## src/rtl/hazard_ctrl_pkg.sv

```systemverilog
// Shared types and constants for the LEGv8 pipeline hazard controller.
package hazard_pkg;

  localparam int unsigned REG_W = 5;
  localparam logic [REG_W-1:0] XZR = 5'd31;

  typedef enum logic {
    RUN     = 1'b0,
    MULWAIT = 1'b1
  } hz_state_e;

  // True when the ID instruction really reads rs and rs matches the EX destination.
  function automatic logic src_match(input logic uses, input logic [REG_W-1:0] rs,
                                     input logic [REG_W-1:0] rd);
    return uses && (rs == rd);
  endfunction

endpackage

```

## src/rtl/hazard_ctrl_if.sv

```systemverilog
// Stage fields in, stall/flush controls and performance counters out.
interface hazard_ctrl_if
  import hazard_pkg::*;
#(
  parameter int unsigned CNT_W = 32
) ();

  logic [REG_W-1:0] rs1_D;
  logic [REG_W-1:0] rs2_D;
  logic             usesRs1_D;
  logic             usesRs2_D;
  logic [REG_W-1:0] rd_E;
  logic             memRead_E;
  logic             isMul_E;
  logic             branchTaken_M;

  logic             stall_F;
  logic             stall_D;
  logic             stall_E;
  logic             flush_D;
  logic             flush_E;
  logic             flush_M;
  logic             mulBusy;
  logic [CNT_W-1:0] stallCycles;
  logic [CNT_W-1:0] flushEvents;

  modport master (
    output rs1_D, rs2_D, usesRs1_D, usesRs2_D, rd_E, memRead_E, isMul_E, branchTaken_M,
    input  stall_F, stall_D, stall_E, flush_D, flush_E, flush_M, mulBusy,
           stallCycles, flushEvents
  );

  modport slave (
    input  rs1_D, rs2_D, usesRs1_D, usesRs2_D, rd_E, memRead_E, isMul_E, branchTaken_M,
    output stall_F, stall_D, stall_E, flush_D, flush_E, flush_M, mulBusy,
           stallCycles, flushEvents
  );

endinterface

```

## src/rtl/hazard_ctrl_perf_counter.sv

```systemverilog
// Free-running event counter, wraps at 2^CNT_W, cleared by reset.
module perf_counter #(
  parameter int unsigned CNT_W = 32
) (
  input  logic             clk,
  input  logic             reset,
  input  logic             inc,
  output logic [CNT_W-1:0] count
);

  logic [CNT_W-1:0] count_q;
  logic [CNT_W-1:0] count_d;

  always_comb begin
    count_d = count_q;
    if (inc) count_d = count_q + CNT_W'(1);
  end

  always_ff @(posedge clk or posedge reset) begin
    if (reset) count_q <= '0;
    else       count_q <= count_d;
  end

  assign count = count_q;

endmodule

```

## src/rtl/hazard_ctrl.sv

```systemverilog
// Stall/flush sequencer for load-use, taken-branch and (with HAZARD_MUL_EN) multi-cycle MUL.
// Define HAZARD_MUL_EN to compile in the MULWAIT state and its wait counter.
module hazard_ctrl
  import hazard_pkg::*;
#(
  parameter int unsigned MUL_LAT = 4,
  parameter int unsigned CNT_W   = 32
) (
  input logic         clk,
  input logic         reset,
  hazard_ctrl_if.slave hz
);

  localparam int unsigned WAIT_W = 4;

  hz_state_e state_q, state_d;
  logic      load_use;
  logic      stall_f, stall_d, stall_e;
  logic      flush_d, flush_e, flush_m;
  logic      mul_busy;
  logic      flush_evt;

  assign load_use = (state_q == RUN) && hz.memRead_E && (hz.rd_E != XZR) &&
                    (src_match(hz.usesRs1_D, hz.rs1_D, hz.rd_E) ||
                     src_match(hz.usesRs2_D, hz.rs2_D, hz.rd_E));

`ifdef HAZARD_MUL_EN
  logic [WAIT_W-1:0] wait_q, wait_d;

  always_ff @(posedge clk or posedge reset) begin
    if (reset) wait_q <= '0;
    else       wait_q <= wait_d;
  end
`else
  logic unused_is_mul;
  assign unused_is_mul = hz.isMul_E;
`endif

  always_ff @(posedge clk or posedge reset) begin
    if (reset) state_q <= RUN;
    else       state_q <= state_d;
  end

  // Branch beats load-use beats multiply; MULWAIT holds EX and bubbles MEM.
  always_comb begin
    state_d   = state_q;
    stall_f   = 1'b0;
    stall_d   = 1'b0;
    stall_e   = 1'b0;
    flush_d   = 1'b0;
    flush_e   = 1'b0;
    flush_m   = 1'b0;
    mul_busy  = 1'b0;
    flush_evt = 1'b0;
`ifdef HAZARD_MUL_EN
    wait_d    = wait_q;
`endif
    case (state_q)
      RUN: begin
        if (hz.branchTaken_M) begin
          flush_d   = 1'b1;
          flush_e   = 1'b1;
          flush_m   = 1'b1;
          flush_evt = 1'b1;
        end else if (load_use) begin
          stall_f = 1'b1;
          stall_d = 1'b1;
          flush_e = 1'b1;
        end
`ifdef HAZARD_MUL_EN
        else if (hz.isMul_E) begin
          stall_f  = 1'b1;
          stall_d  = 1'b1;
          stall_e  = 1'b1;
          flush_m  = 1'b1;
          mul_busy = 1'b1;
          wait_d   = WAIT_W'(MUL_LAT - 2);
          state_d  = MULWAIT;
        end
`endif
      end
`ifdef HAZARD_MUL_EN
      MULWAIT: begin
        stall_f  = 1'b1;
        stall_d  = 1'b1;
        stall_e  = 1'b1;
        flush_m  = 1'b1;
        mul_busy = 1'b1;
        if (wait_q == '0) state_d = RUN;
        else              wait_d  = wait_q - WAIT_W'(1);
      end
`endif
      default: state_d = RUN;
    endcase
  end

  assign hz.stall_F = stall_f;
  assign hz.stall_D = stall_d;
  assign hz.stall_E = stall_e;
  assign hz.flush_D = flush_d;
  assign hz.flush_E = flush_e;
  assign hz.flush_M = flush_m;
  assign hz.mulBusy = mul_busy;

  perf_counter #(.CNT_W(CNT_W)) u_stall_cnt (
    .clk   (clk),
    .reset (reset),
    .inc   (stall_f),
    .count (hz.stallCycles)
  );

  perf_counter #(.CNT_W(CNT_W)) u_flush_cnt (
    .clk   (clk),
    .reset (reset),
    .inc   (flush_evt),
    .count (hz.flushEvents)
  );

endmodule

```

## src/flat_wrapper.sv

```systemverilog
// flat-port wrapper written by rule: the top's interface ports become plain ports
module hazard_ctrl_flat import hazard_pkg::*;
#(
  parameter int unsigned MUL_LAT = 4,
  parameter int unsigned CNT_W   = 32
)
  (clk, reset, hz_rs1_D, hz_rs2_D, hz_usesRs1_D, hz_usesRs2_D, hz_rd_E, hz_memRead_E, hz_isMul_E, hz_branchTaken_M, hz_stall_F, hz_stall_D, hz_stall_E, hz_flush_D, hz_flush_E, hz_flush_M, hz_mulBusy, hz_stallCycles, hz_flushEvents);
  hazard_ctrl_if #(.CNT_W(CNT_W)) hz_i ();
  input logic clk;
  input logic reset;
  input wire logic [$bits(hz_i.rs1_D)-1:0] hz_rs1_D;
  input wire logic [$bits(hz_i.rs2_D)-1:0] hz_rs2_D;
  input wire logic [$bits(hz_i.usesRs1_D)-1:0] hz_usesRs1_D;
  input wire logic [$bits(hz_i.usesRs2_D)-1:0] hz_usesRs2_D;
  input wire logic [$bits(hz_i.rd_E)-1:0] hz_rd_E;
  input wire logic [$bits(hz_i.memRead_E)-1:0] hz_memRead_E;
  input wire logic [$bits(hz_i.isMul_E)-1:0] hz_isMul_E;
  input wire logic [$bits(hz_i.branchTaken_M)-1:0] hz_branchTaken_M;
  output wire logic [$bits(hz_i.stall_F)-1:0] hz_stall_F;
  output wire logic [$bits(hz_i.stall_D)-1:0] hz_stall_D;
  output wire logic [$bits(hz_i.stall_E)-1:0] hz_stall_E;
  output wire logic [$bits(hz_i.flush_D)-1:0] hz_flush_D;
  output wire logic [$bits(hz_i.flush_E)-1:0] hz_flush_E;
  output wire logic [$bits(hz_i.flush_M)-1:0] hz_flush_M;
  output wire logic [$bits(hz_i.mulBusy)-1:0] hz_mulBusy;
  output wire logic [$bits(hz_i.stallCycles)-1:0] hz_stallCycles;
  output wire logic [$bits(hz_i.flushEvents)-1:0] hz_flushEvents;
  assign hz_i.rs1_D = hz_rs1_D;
  assign hz_i.rs2_D = hz_rs2_D;
  assign hz_i.usesRs1_D = hz_usesRs1_D;
  assign hz_i.usesRs2_D = hz_usesRs2_D;
  assign hz_i.rd_E = hz_rd_E;
  assign hz_i.memRead_E = hz_memRead_E;
  assign hz_i.isMul_E = hz_isMul_E;
  assign hz_i.branchTaken_M = hz_branchTaken_M;
  assign hz_stall_F = hz_i.stall_F;
  assign hz_stall_D = hz_i.stall_D;
  assign hz_stall_E = hz_i.stall_E;
  assign hz_flush_D = hz_i.flush_D;
  assign hz_flush_E = hz_i.flush_E;
  assign hz_flush_M = hz_i.flush_M;
  assign hz_mulBusy = hz_i.mulBusy;
  assign hz_stallCycles = hz_i.stallCycles;
  assign hz_flushEvents = hz_i.flushEvents;
  hazard_ctrl #(.MUL_LAT(MUL_LAT), .CNT_W(CNT_W)) u_core (.clk(clk), .reset(reset), .hz(hz_i));
endmodule
```

## config.mk

```make
export PLATFORM = sky130hd
export DESIGN_NAME = hazard_ctrl_flat
export DESIGN_NICKNAME = d
export VERILOG_FILES = /design/src/rtl/hazard_ctrl_pkg.sv /design/src/rtl/hazard_ctrl_if.sv /design/src/rtl/hazard_ctrl_perf_counter.sv /design/src/rtl/hazard_ctrl.sv /design/src/flat_wrapper.sv
export SDC_FILE = /design/constraint.sdc
export NUM_CORES = 1
export LEC_CHECK = 0
export CAP_MARGIN = 5
export CORE_MARGIN = 2
export CORE_UTILIZATION = 43
export DETAILED_ROUTE_END_ITERATION = 8
export PLACE_DENSITY = 0.79
export SYNTH_ARGS = -nofsm -noshare
export SYNTH_HDL_FRONTEND = slang
export SYNTH_HIERARCHICAL = 1
export SYNTH_SLANG_ARGS = --single-unit
```

## constraint.sdc

```tcl
create_clock -name clk -period 1.6 [get_ports clk]
set_clock_uncertainty 0.05 [all_clocks]
set_input_delay 0.16 -clock clk [delete_from_list [all_inputs] [get_ports clk]]
set_output_delay 0.16 -clock clk [all_outputs]
set_load 0.02 [all_outputs]
```

==> flow_summary.toml <==
[routing]
drc = 0
vias = 2712
via_per_inst = 4.985
drt_wl_total_um = 8029
drtIter0Drc = 91
ant_nets = 0
drtPass1Iterations = 4
wire_per_inst_um = 14.76

[clock_network]
clock-sinks = 64
cts-htree-levels = 3
clock_path_buffers = 2
clk_pin_slew_ps = 70
clock_tree.root_cell = "clkbuf_8"
cts_tree = "built"
ctsHoldBuffers = 0
clk_latency_ps = 330
cts_buffers = 9

[floorplan]
io_pins = 93
num_rows = 31
dieArea_mm2 = 0.008110
initial_utilization = 0.4414
die_w_um = 90.06
fp.coreArea_mm2 = 0.007214
die_h_um = 90.06

[synth]
yosys.area.top_type = "dfrtp_1"
synth_seq_area_share = 0.5029
synthTopCellsByArea = "dfrtp_1, xor2_1, xnor2_1"
ys_ff_latch = 64
synth_area_per_cell_um2 = 11.50
synth_area_mm2 = 0.003184
yosysWarnings = 6
synth.top_cell.area_share = 0.5029
synth_cell_types = 39
syn-instance-count = 277

[sta]
setup_viol = 25
max_freq_ghz = 0.5537
hold_viol = 0
slew_violations = 0
fin_tns_setup_ps = -2603
fin_crit_ps = 1806
holdWs_ps = 200.8
rsz0062_at_grt = "yes"
period_share = 1.129
timing.final.ws_setup_ps = -205.9

[critical_path]
r2r-end = "u_core/u_stall_cnt/count[27]"
r2r_slack_ps = -10
crit_start = "hz_rs1_D[1]"
rr_startpoint = "u_core/u_stall_cnt/count[20]"
criticalPathCategory = "input port to flip-flop"
cp_data_arrival_time_ps = 1970
critPathLaunchType = "input port"
worstPathCellList = "buf_6, xor2_2, nor4_2, a32oi_2, nor3_4, and4_4, nand4_1, nand2b_4, xnor2_1"
r2r_cells = 4
endpoint = "u_core/u_stall_cnt/count[15]"
crit_path_top_delay_cell = "and4_4"
crit_path_end_kind = "flip-flop"
crit_required_ps = 1760
worst-path-max-fanout = 4
cpPeakStageDelay_ps = 290

[power]
power_mw = 4.321
p_per_area_mw_per_mm2 = 835.1
cellLeakagePower_nw = 2.782
peakVddDrop_uv = 690.6

[grt]
grt_pass1_wl_um = 12810
antenna_found_initial = 0
overflow = 0
grt_use_total = 0.1939
grt_start_max_net_pins = 33
grt_pass1_vias = 2793

[outcome]
outcome = "complete, but fails checks"
violations = "setup timing"

[cells_and_area]
stdcell_count = 544
fillers = 556
final_area_mm2 = 0.005175
final_cell_mix = "buf_4, dlygate4sd2_1, dfrtp_1"
layout_commonest_cell = "buf_4"
drive_gt1_frac = 0.3978
area_growth_syn_to_layout_pct = 62.51
post-route-util = 0.7173
final_nets = 464
n_antenna_cell = 0

[job]
max_cap_violations = 0

[hold_path]
hold_class = "input port to async pin"

[placement]
postPlaceCellArea_mm2 = 0.004674
place_inst = 521
place_ws_ps = -1026
io_buffers = 89
place_congestion = 0.7846
dp_hpwl_um = 5572
==> worst max-delay path: cells and delay by family <==
| family | cells | cell delay (ps) |
|---|---|---|
| AOI/OAI and AO/OA | 1 | 190 |
| xor gates and xnor gates | 2 | 280 |
| buffers and inverters | 1 | 100 |
| and+or+nand+nor | 5 | 1250 |
==> what timing repair did <==
| item | 4_1_cts | 5_1_grt |
|---|---|---|
| endpoints found under the setup margin | 92 | 39 |
| gates cloned | 0 | 0 |
| pin swaps | 34 | 24 |
| setup buffers | 0 | 8 |
| gates resized for setup | 133 | 41 |
==> Yosys cell counts <==
master and count:
inv_1 5, nor2_1 8, and2_2 1, nor4_4 2, xnor2_1 31, o21ai_0 1
nand3_4 1, mux2_2 2, or2b_2 1, nor3_2 1, nand3_2 1, nor4b_2 1
nand4_1 11, nand2b_1 1, and2_1 3, o21bai_2 1, and3_2 2, nand4_4 2
and3_1 6, nor3_1 11, nor4_2 1, buf_6 1, buf_2 1, dfrtp_1 64
ha_1 2, nor4_1 8, or4_4 1, and4_1 6, conb_1 1, a32oi_1 1
xor2_1 40, and4_2 4, buf_4 5, and2_0 1, and4_4 4, xnor2_2 1
nor3b_1 1, nand2_1 24, nand3_1 19
==> report_power, final <==
| group | switching, mW | total [mW] | internal, mW | leakage, nW |
|---|---|---|---|---|
| registers | 0.0851 | 1.82 | 1.73 | 0.834 |
| logic | 0.442 | 0.861 | 0.419 | 1.82 |
| clock network | 0.593 | 1.64 | 1.05 | 0.123 |
| total | 1.12 | 4.32 | 3.20 | 2.78 |
==> kinds of logic (layout without fill, tap and decap cells) <==
group | after synthesis | count (layout) | share of synthesized area
AOI/OAI and AO/OA | 3 | 3 | 0.007857
muxes | 2 | 2 | 0.007072
buffers and inverters | 12 | 179 | 0.02279
other | 1 | 2 | 0.001178
and+or+nand+nor | 121 | 121 | 0.2499
xor gates and xnor gates | 72 | 72 | 0.2004
adders and majority gates | 2 | 2 | 0.007857
DFF | 64 | 64 | 0.5029
==> sequential cells by signal, summed over array words and instances, names as in the netlist <==
| signal | cells |
|---|---|
| u_core/u_stall_cnt/count | 32 |
| u_core/u_flush_cnt/count | 32 |
==> per-layer routing <==
layer	track usage	up-vias	part of all wire
li1	-	1287	-
met1	0.2475	1333	0.44
met2	0.3289	85	0.50
met3	0.03856	7	0.049
met4	0.06923	0	0.010
met5	0	-	0
==> layout make-up <==
| class | count | area, um2 | share of cell area |
|---|---|---|---|
| Inverter | 5 | 18.77 | 0.003627 |
| Multi-Input combinational cell | 202 | 1788 | 0.3455 |
| Tap cell | 99 | 123.9 | 0.02394 |
| Clock buffer | 14 | 182.7 | 0.03530 |
| Timing Repair Buffer | 158 | 1374 | 0.2655 |
| Clock inverter | 2 | 60.06 | 0.01161 |
| Sequential cell | 64 | 1628 | 0.3146 |
==> worst min path at each step <==
stage / startpoint / end / slack [ps] / cells past startpoint
after floorplan: hz_branchTaken_M / u_core/u_flush_cnt/count[0] / 200 / 1
after global placement: u_core/u_stall_cnt/count[31] / u_core/u_stall_cnt/count[31] / 410 / 1
after detailed placement: u_core/u_stall_cnt/count[31] / u_core/u_stall_cnt/count[31] / 420 / 1
after CTS: reset / u_core/u_stall_cnt/count[31] / 200 / 3
after global routing: reset / u_core/u_stall_cnt/count[28] / 260 / 3
final: reset / u_core/u_stall_cnt/count[28] / 200 / 3
Note: power is estimated with default switching activity, not from simulation.
